--- src/rtl/trap_pkg.sv ---
// trap_pkg: cause codes, CSR bit positions, FSM states and mstatus helpers for trap_ctrl
package trap_pkg;
    localparam logic [3:0] CAUSE_INST_MISALIGNED  = 4'd0;
    localparam logic [3:0] CAUSE_ILLEGAL_INST     = 4'd2;
    localparam logic [3:0] CAUSE_BREAKPOINT       = 4'd3;
    localparam logic [3:0] CAUSE_LOAD_MISALIGNED  = 4'd4;
    localparam logic [3:0] CAUSE_STORE_MISALIGNED = 4'd6;
    localparam logic [3:0] CAUSE_ECALL_M          = 4'd11;
    localparam logic [3:0] CAUSE_MSI              = 4'd3;
    localparam logic [3:0] CAUSE_MTI              = 4'd7;
    localparam logic [3:0] CAUSE_MEI              = 4'd11;
    localparam int MSTATUS_MIE    = 3;
    localparam int MSTATUS_MPIE   = 7;
    localparam int MSTATUS_MPP_LO = 11;
    localparam int MIP_MSIP = 3;
    localparam int MIP_MTIP = 7;
    localparam int MIP_MEIP = 11;
    typedef enum logic [1:0] {IDLE, ENTER, RET, REDIRECT} state_t;
    function automatic logic [31:0] entry_mstatus(input logic [31:0] s);
        entry_mstatus = s;
        entry_mstatus[MSTATUS_MPIE] = s[MSTATUS_MIE];
        entry_mstatus[MSTATUS_MIE] = 1'b0;
        entry_mstatus[MSTATUS_MPP_LO +: 2] = 2'b11;
    endfunction
    function automatic logic [31:0] ret_mstatus(input logic [31:0] s);
        ret_mstatus = s;
        ret_mstatus[MSTATUS_MIE] = s[MSTATUS_MPIE];
        ret_mstatus[MSTATUS_MPIE] = 1'b1;
        ret_mstatus[MSTATUS_MPP_LO +: 2] = 2'b11;
    endfunction
endpackage

--- src/rtl/irq_sync.sv ---
// irq_sync: multi-flop synchronisers for the interrupt lines, assembled into an mip vector
module irq_sync
    import trap_pkg::*;
#(
    parameter int SYNC_STAGES = 2
) (
    input  logic        clk_i,
    input  logic        rst_i,
    input  logic        ext_irq_i,
    input  logic        timer_irq_i,
    input  logic        sw_irq_i,
    output logic [31:0] mip_o
);
    logic [SYNC_STAGES-1:0] ext_q, tim_q, sw_q;
    // Shift each asynchronous line through its synchroniser chain
    always_ff @(posedge clk_i) begin
        if (rst_i) begin
            ext_q <= '0;
            tim_q <= '0;
            sw_q  <= '0;
        end else begin
            ext_q <= {ext_q[SYNC_STAGES-2:0], ext_irq_i};
            tim_q <= {tim_q[SYNC_STAGES-2:0], timer_irq_i};
            sw_q  <= {sw_q[SYNC_STAGES-2:0], sw_irq_i};
        end
    end
    // Place the synchronised lines at their mip bit positions
    always_comb begin
        mip_o = '0;
        mip_o[MIP_MEIP] = ext_q[SYNC_STAGES-1];
        mip_o[MIP_MTIP] = tim_q[SYNC_STAGES-1];
        mip_o[MIP_MSIP] = sw_q[SYNC_STAGES-1];
    end
endmodule

--- src/rtl/trap_ctrl.sv ---
// trap_ctrl: commit-stage trap entry/return sequencer driving the CSR exception-write port
module trap_ctrl
    import trap_pkg::*;
#(
    parameter int SYNC_STAGES = 2,
    parameter int XLEN = 32
) (
    input  logic            clk_i,
    input  logic            rst_i,
    input  logic            valid_i,
    input  logic [XLEN-1:0] pc_i,
    input  logic [XLEN-1:0] inst_i,
    input  logic [XLEN-1:0] bad_addr_i,
    input  logic            e_inst_misaligned_i,
    input  logic            e_illegal_inst_i,
    input  logic            e_illegal_inst_csr_i,
    input  logic            e_ebreak_i,
    input  logic            e_ecall_i,
    input  logic            e_load_misaligned_i,
    input  logic            e_store_misaligned_i,
    input  logic            is_mret_i,
    input  logic [XLEN-1:0] mstatus_i,
    input  logic [XLEN-1:0] mie_i,
    input  logic [XLEN-1:0] mepc_i,
    input  logic [XLEN-1:0] mcause_i,
    input  logic [XLEN-1:0] mtval_i,
    input  logic            ext_irq_i,
    input  logic            timer_irq_i,
    input  logic            sw_irq_i,
    input  logic            trap_ack_i,
    output logic            we_exc_o,
    output logic            is_int_o,
    output logic [XLEN-1:0] mcause_d_o,
    output logic [XLEN-1:0] mepc_d_o,
    output logic [XLEN-1:0] mtval_d_o,
    output logic [XLEN-1:0] mstatus_d_o,
    output logic [XLEN-1:0] mip_d_o,
    output logic            sel_exc_nret_o,
    output logic            stall_o,
    output logic            flush_o,
    output logic            redirect_o
);
    state_t state, state_n;
    logic [XLEN-1:0] mip, pend, exc_tval, mcause_q, mepc_q, mtval_q, mstatus_q;
    logic [3:0] irq_code, exc_code;
    logic irq, illegal, exc, idle_ev, take_trap, take_ret, int_q, ret_q;

    irq_sync #(.SYNC_STAGES(SYNC_STAGES)) u_irq_sync (
        .clk_i(clk_i),
        .rst_i(rst_i),
        .ext_irq_i(ext_irq_i),
        .timer_irq_i(timer_irq_i),
        .sw_irq_i(sw_irq_i),
        .mip_o(mip)
    );

    assign pend      = mie_i & mip & {XLEN{mstatus_i[MSTATUS_MIE]}};
    assign irq       = |pend;
    assign irq_code  = pend[MIP_MEIP] ? CAUSE_MEI : pend[MIP_MSIP] ? CAUSE_MSI : CAUSE_MTI;
    assign illegal   = e_illegal_inst_i | e_illegal_inst_csr_i;
    assign exc       = e_ebreak_i | e_inst_misaligned_i | illegal | e_ecall_i | e_store_misaligned_i | e_load_misaligned_i;
    assign exc_code  = e_ebreak_i ? CAUSE_BREAKPOINT : e_inst_misaligned_i ? CAUSE_INST_MISALIGNED :
                       illegal ? CAUSE_ILLEGAL_INST : e_ecall_i ? CAUSE_ECALL_M :
                       e_store_misaligned_i ? CAUSE_STORE_MISALIGNED : CAUSE_LOAD_MISALIGNED;
    assign exc_tval  = e_ebreak_i ? pc_i : e_inst_misaligned_i ? bad_addr_i : illegal ? inst_i :
                       e_ecall_i ? '0 : bad_addr_i;
    assign idle_ev   = state == IDLE && valid_i && !rst_i;
    assign take_trap = idle_ev && (irq || exc);
    assign take_ret  = idle_ev && is_mret_i && !irq && !exc;
    assign mcause_d_o  = mcause_q;
    assign mepc_d_o    = mepc_q;
    assign mtval_d_o   = mtval_q;
    assign mstatus_d_o = mstatus_q;
    assign mip_d_o     = mip;

    // State register plus the CSR next-value record captured on the event cycle
    always_ff @(posedge clk_i) begin
        if (rst_i) begin
            state     <= IDLE;
            mcause_q  <= '0;
            mepc_q    <= '0;
            mtval_q   <= '0;
            mstatus_q <= '0;
            int_q     <= 1'b0;
            ret_q     <= 1'b0;
        end else begin
            state <= state_n;
            if (take_trap) begin
                mcause_q  <= irq ? {1'b1, {(XLEN-5){1'b0}}, irq_code} : {{(XLEN-4){1'b0}}, exc_code};
                mepc_q    <= pc_i;
                mtval_q   <= irq ? '0 : exc_tval;
                mstatus_q <= entry_mstatus(mstatus_i);
                int_q     <= irq;
                ret_q     <= 1'b0;
            end else if (take_ret) begin
                mcause_q  <= mcause_i;
                mepc_q    <= mepc_i;
                mtval_q   <= mtval_i;
                mstatus_q <= ret_mstatus(mstatus_i);
                int_q     <= 1'b0;
                ret_q     <= 1'b1;
            end
        end
    end

    // Next state and pipeline/CSR strobes
    always_comb begin
        state_n = state == IDLE ? (take_trap ? ENTER : take_ret ? RET : IDLE) :
                  state == REDIRECT ? (trap_ack_i ? IDLE : REDIRECT) : REDIRECT;
        we_exc_o       = state == ENTER || state == RET;
        is_int_o       = state == ENTER && int_q;
        sel_exc_nret_o = state != IDLE && ret_q;
        stall_o        = state != IDLE || take_trap || take_ret;
        flush_o        = state == REDIRECT;
        redirect_o     = state == REDIRECT;
    end
endmodule

--- config.mk ---
export PLATFORM = sky130hd
export DESIGN_NAME = trap_ctrl
export DESIGN_NICKNAME = d
export VERILOG_FILES = /design/src/rtl/trap_pkg.sv /design/src/rtl/irq_sync.sv /design/src/rtl/trap_ctrl.sv
export SDC_FILE = /design/constraint.sdc
export NUM_CORES = 1
export LEC_CHECK = 0
export CORE_AREA = 2 2 171 173
export DETAILED_ROUTE_END_ITERATION = 10
export DIE_AREA = 0 0 173 175
export MAX_ROUTING_LAYER = met4
export PLACE_DENSITY = 0.56
export SYNTH_ARGS = -nofsm -noshare
export SYNTH_HDL_FRONTEND = slang
export SYNTH_HIERARCHICAL = 1
export SYNTH_SLANG_ARGS = --single-unit
--- constraint.sdc ---
create_clock -name clk_i -period 2.45 [get_ports clk_i]
set_input_delay 0.245 -clock clk_i [delete_from_list [all_inputs] [get_ports clk_i]]
set_output_delay 0.245 -clock clk_i [all_outputs]
set_load 0.01 [all_outputs]
[After elaboration in Yosys (flattened, before gate mapping)]
Index checks and enable logic that the tools add are counted.
Storage, ports and cells
  bits in registers: 138
  input port bits: 271
  output and inout bits: 166
Cells by class
  equality and inequality tests: 3
  muxes and demuxes: 28
  bitwise operators: 8
  reductions and logical operators: 20
Operator list (count)
  2-to-1 mux 32 bit: 14
  bitwise AND 32 x 12 -> 32 bit: 1
  bitwise AND 32 bit: 1
  OR reduction 32 bit: 1
  2-to-1 mux 4 bit: 5
  2-to-1 mux 2 bit: 6
  logical AND 1 bit: 8
  bitwise OR 1 bit: 6
  equality test 2 bit, second input constant: 2
  logical OR 1 bit: 4
  nonzero test 2 bit: 2
  logical NOT 1 bit: 3
  2-to-1 mux 3 bit: 1
  equality test 2 x 1 -> 1 bit, second input constant: 1
  logical NOT 2 bit: 1
  2-to-1 mux 1 bit: 2
  OR reduction 2 bit: 1

[Depth between registers and ports, before layout]
  depth in word-level cells: 10
  gate-level depth with buffers: 10
  mapped depth without buffers: 8

[Cells and area by module]
Netlist, hierarchy kept.
By module, submodules not included
  trap_ctrl: instances 1, cells each 843, area each 6470.0 um^2, seq. area each 2622.5 um^2
  irq_sync: instances 1, cells each 45, area each 401.6 um^2, seq. area each 120.1 um^2

[Worst setup path before layout]
Ideal clock, no wire load.
  path type: register to output
  from: register u_irq_sync.ext_q[1]
  to: output port stall_o
  data arrival time: 1.897 ns
  path slack: 0.308 ns
  cell stages (with the launch flop): 9
  buffers on the path: 3
  path through: dfxtp_1 > buf_4 > nand2_1 > nand2_1 > or4_1 > o21ai_1 > buf_2 > buf_2 > nand3_1
On the way
  cells in the longest elaborated chain, start to end: 7
  elaborated cells between the ends (all ways): 10
  those cells by class: 2 x bitwise; 8 x reduce/logical
RTL lines
  start: declaration: line irq_sync.sv:14  | logic [SYNC_STAGES-1:0] ext_q, tim_q, sw_q;
  start signal: assignment: line irq_sync.sv:22  | ext_q <= {ext_q[SYNC_STAGES-2:0], ext_irq_i};
  bitwise AND 32 x 12 -> 32 bit (*): line trap_ctrl.sv:57  | assign pend = mie_i & mip & {XLEN{mstatus_i[MSTATUS_MIE]}};
  bitwise AND 32 bit (*): line trap_ctrl.sv:57
  OR reduction 32 bit (*): line trap_ctrl.sv:58  | assign irq = |pend;
  logical OR 1 bit or logical NOT 1 bit (tied branches): line trap_ctrl.sv:68, trap_ctrl.sv:69
  logical AND 1 bit, on equally long branches: line trap_ctrl.sv:68, trap_ctrl.sv:69
  logical OR 1 bit or logical AND 1 bit (tied branches): line trap_ctrl.sv:113, trap_ctrl.sv:69
  logical OR 1 bit (*): line trap_ctrl.sv:113  | stall_o = state != IDLE || take_trap || take_ret;
  end: declaration: line trap_ctrl.sv:39  | output logic stall_o,
Mark *: on every way between the ends. The rest lies on a longest branch, timed or not.

[Worst setup path in the final report]
  from: input port e_inst_misaligned_i
  to: output port stall_o
On the way
  cells in the longest elaborated chain, start to end: 9
  elaborated cells between the ends (all ways): 11
  those cells by class: 5 x bitwise; 6 x reduce/logical
RTL lines
  start: declaration: line trap_ctrl.sv:14  | input logic e_inst_misaligned_i,
  bitwise OR 1 bit (*) (5 in a row): line trap_ctrl.sv:61  | assign exc = e_ebreak_i | e_inst_misaligned_i | illegal | e_ecall_i | e_store_misaligned_i | e_load_misaligned ...
  logical OR 1 bit: line trap_ctrl.sv:68  | assign take_trap = idle_ev && (irq || exc);
  logical AND 1 bit: line trap_ctrl.sv:68
  logical OR 1 bit: line trap_ctrl.sv:113
  logical OR 1 bit (*): line trap_ctrl.sv:113
Marks and branches as above.

==> results.yml <==
outcome:
  status: "finished, final reports clean"
yosys:
  yosys_warnings: 6
  ys_seq_area_share_pct: 39.9
  ys_async_sr_fraction_pct: 0
  synth_edf_count: 0
  synth_ff_type: "dfxtp_1"
  synth_area_mm2: 0.00687
  ys_ff_latch: 137
  synth.distinct_cells: 42
  synthCells: 888
  postSynthAreaPerCell_um2: 7.74
sta:
  finClkSkew_ns: 0.0161
  relSlewSlack_pct: 58.3
  rsz0062_at_grt: "false"
  timing.fmax_ghz: 0.433
  whs_ns: 0.369
  min_period_ns: 2.31
  period_share_pct: 94.3
  setup_viol: 0
  fin_setup_tns_ns: 0
  hold_viol: 0
  tightestPinTransition_ns: 0.625
  maxSlewViolCount: 0
global_routing:
  overflow: 0
  grt_pass1_wl_mm: 48.0
  antenna_found_initial: 0
  grt_usage_pct: 21.1
  grt_pass1_vias: 8075
  grt_max_degree: 66
flow_run:
  cap_violations: 0
floorplanning:
  die_y_um: 175
  initial_core_util_pct: 24.2
  die_area_mm2: 0.0303
  die_x_um: 173
  coreArea_mm2: 0.0284
  rows: 62
  io_pins: 437
final_layout:
  area_delta_synth_final_pct: 75.7
  multi_input_area_mm2: 0.00364
  final_nets: 1534
  n_antenna_cell: 0
  seq_area_mm2: 0.00274
  fillers: 2928
  drive_gt1_share_pct: 7.46
  fin_util_pct: 42.5
  fin_cells: 1657
power:
  power_w: 0.00752
  ir_drop_v: 0.000396
  power_density_mw_per_mm2: 623
  power.leakage_nw: 4.20
placement:
  dpl.hpwl_mm: 23.6
  port_buffers: 405
  placed_cells: 1624
  gp_congestion: 0.848
setup_path:
  crit_required_ns: 2.20
  end_kind: "output pin"
  cpMaxStageDelayCell: "or4_4"
  critPathMaxStageDelay_ns: 0.57
  crit_fanout: 2
  crit_arrival_ns: 2.06
  criticalPathCategory: "in -> out"
  path_cells: "clkdlybuf4s50_1 -> or4_4 -> nor4_4 -> nor2_2 -> nor2_4 -> nand3_1 -> clkdlybuf4s15_2"
  critPathLaunchType: "primary input"
clock_tree:
  cts_tree: "built"
  clk_latency_ns: 0.42
  root_buffer: "clkbuf_16"
  hold_buffers: 0
  clkTransAtPathRegs_ns: 0.07
  ctsHtreeMaxLevel: 4
  cts_inserted_buffers: 17
  cts_sinks: 137
  clockBufferDepth: 2
drt:
  routed_via_density: 4.91
  routed_wl_mm: 32.0
  drt-initial-drc-count: 538
  drt-pass1-iter-count: 5
  route.detailed.drc: 0
  wl_per_cell_um: 19.3
  ant_nets: 0
  vias: 8139
worst_hold_path:
  hold_path_class: "in -> reg"
[per-layer routing]
layer | vias up | share of wire [%] | GRT usage (%)
met4 | 0 | 2.7 | 6.92
met5 | - | 0 | -
met1 | 3793 | 43 | 25.8
met3 | 46 | 6.6 | 5.00
li1 | 3943 | - | -
met2 | 357 | 48 | 34.1
[registers in the layout, indices dropped and copies added (netlist names)]
name and cells:
mtval_d_o 32, mcause_d_o 32, state 2, ret_q 1, int_q 1, u_irq_sync/tim_q 2
mepc_d_o 32, mstatus_d_o 31, u_irq_sync/ext_q 2, u_irq_sync/sw_q 2
[timing repair]
item	in CTS	in global routing
hold endpoints to repair	0	0
setup buffers	1	0
gates cloned	0	0
setup endpoints to repair	1	24
resized for setup	3	4
pin swaps	1	0
[synthesized netlist by cell type, types with 6 or more instances]
cell,n,area share [%]
nand3b_1,34,3.7
inv_1,7,0.38
nand4_1,39,3.6
buf_4,35,3.8
a22oi_1,46,5.0
buf_2,20,1.5
dfxtp_1,137,40
a211oi_1,32,3.5
o21ai_0,120,8.7
a21oi_1,80,5.8
nand2_1,95,5.2
nor2b_1,6,0.55
a31oi_1,11,1.0
a311oi_1,25,3.2
nor2_1,41,2.2
clkbuf_1,69,3.8
nand3_1,51,3.7
[report_power, final]
| part | leakage [nW] | internal (W) | switching (W) | total, W |
|---|---|---|---|---|
| Sequential | 1.12 | 0.00247 | 0.000130 | 0.00260 |
| Combinational | 2.78 | 0.00116 | 0.00103 | 0.00218 |
| Clock | 0.302 | 0.00158 | 0.00116 | 0.00274 |
| Total | 4.20 | 0.00521 | 0.00232 | 0.00752 |
[per-stage QoR]
stage	area (µm²)	setup slack (ns)
global route	12100	0.0312
global placement	11400	-0.218
detailed placement	11400	-0.238
CTS	12100	0.0512
floorplan	6980	0.308
finish	12100	0.140
[path summary, 6_finish.rpt]
kind	startpoint	to	slack, ns	cells past startpoint
min	rst_i	u_irq_sync/tim_q[0]	0.37	3
min reg2reg	u_irq_sync/sw_q[0]	u_irq_sync/sw_q[1]	0.44	1
max reg2reg	state[1]	mcause_d_o[0]	0.22	8
max	e_inst_misaligned_i	stall_o	0.14	7
[cell type report]
cell class,count,share of cell area (%)
Clock buffer,18,3.64
Clock inverter,14,1.46
Inverter,7,0.218
Multi-Input combinational cell,647,30.2
Sequential cell,137,22.7
Tap cell,384,3.98
Timing Repair Buffer,450,37.8
[kinds of logic after synthesis]
| family | count (synthesis) | synth area share, % |
|---|---|---|
| flip-flops | 137 | 39.9 |
| other | 1 | 0.0546 |
| buffers and inverters | 132 | 9.49 |
| multiplexers | 2 | 0.291 |
| AO/OA/AOI/OAI | 327 | 28.7 |
| AND/OR/NAND/NOR | 286 | 21.0 |
| adder cells (fa/ha/maj) | 3 | 0.546 |
[cells in the final DEF (no fill, tap or decap), types with 32 or more instances in the layout]
master	instances
nand4_1	39
nand3_1	51
a21oi_1	80
nand2_1	95
nand3b_1	34
clkdlybuf4s50_1	402
a22oi_1	46
nor2_1	37
dfxtp_1	137
o21ai_0	119
a211oi_1	32
[worst max-delay path: cells and delay by family]
kind	cells	cell delay (ns)
simple gates	5	1.10
buf+inv	2	0.71
Note: power is estimated with default switching activity, not from simulation.
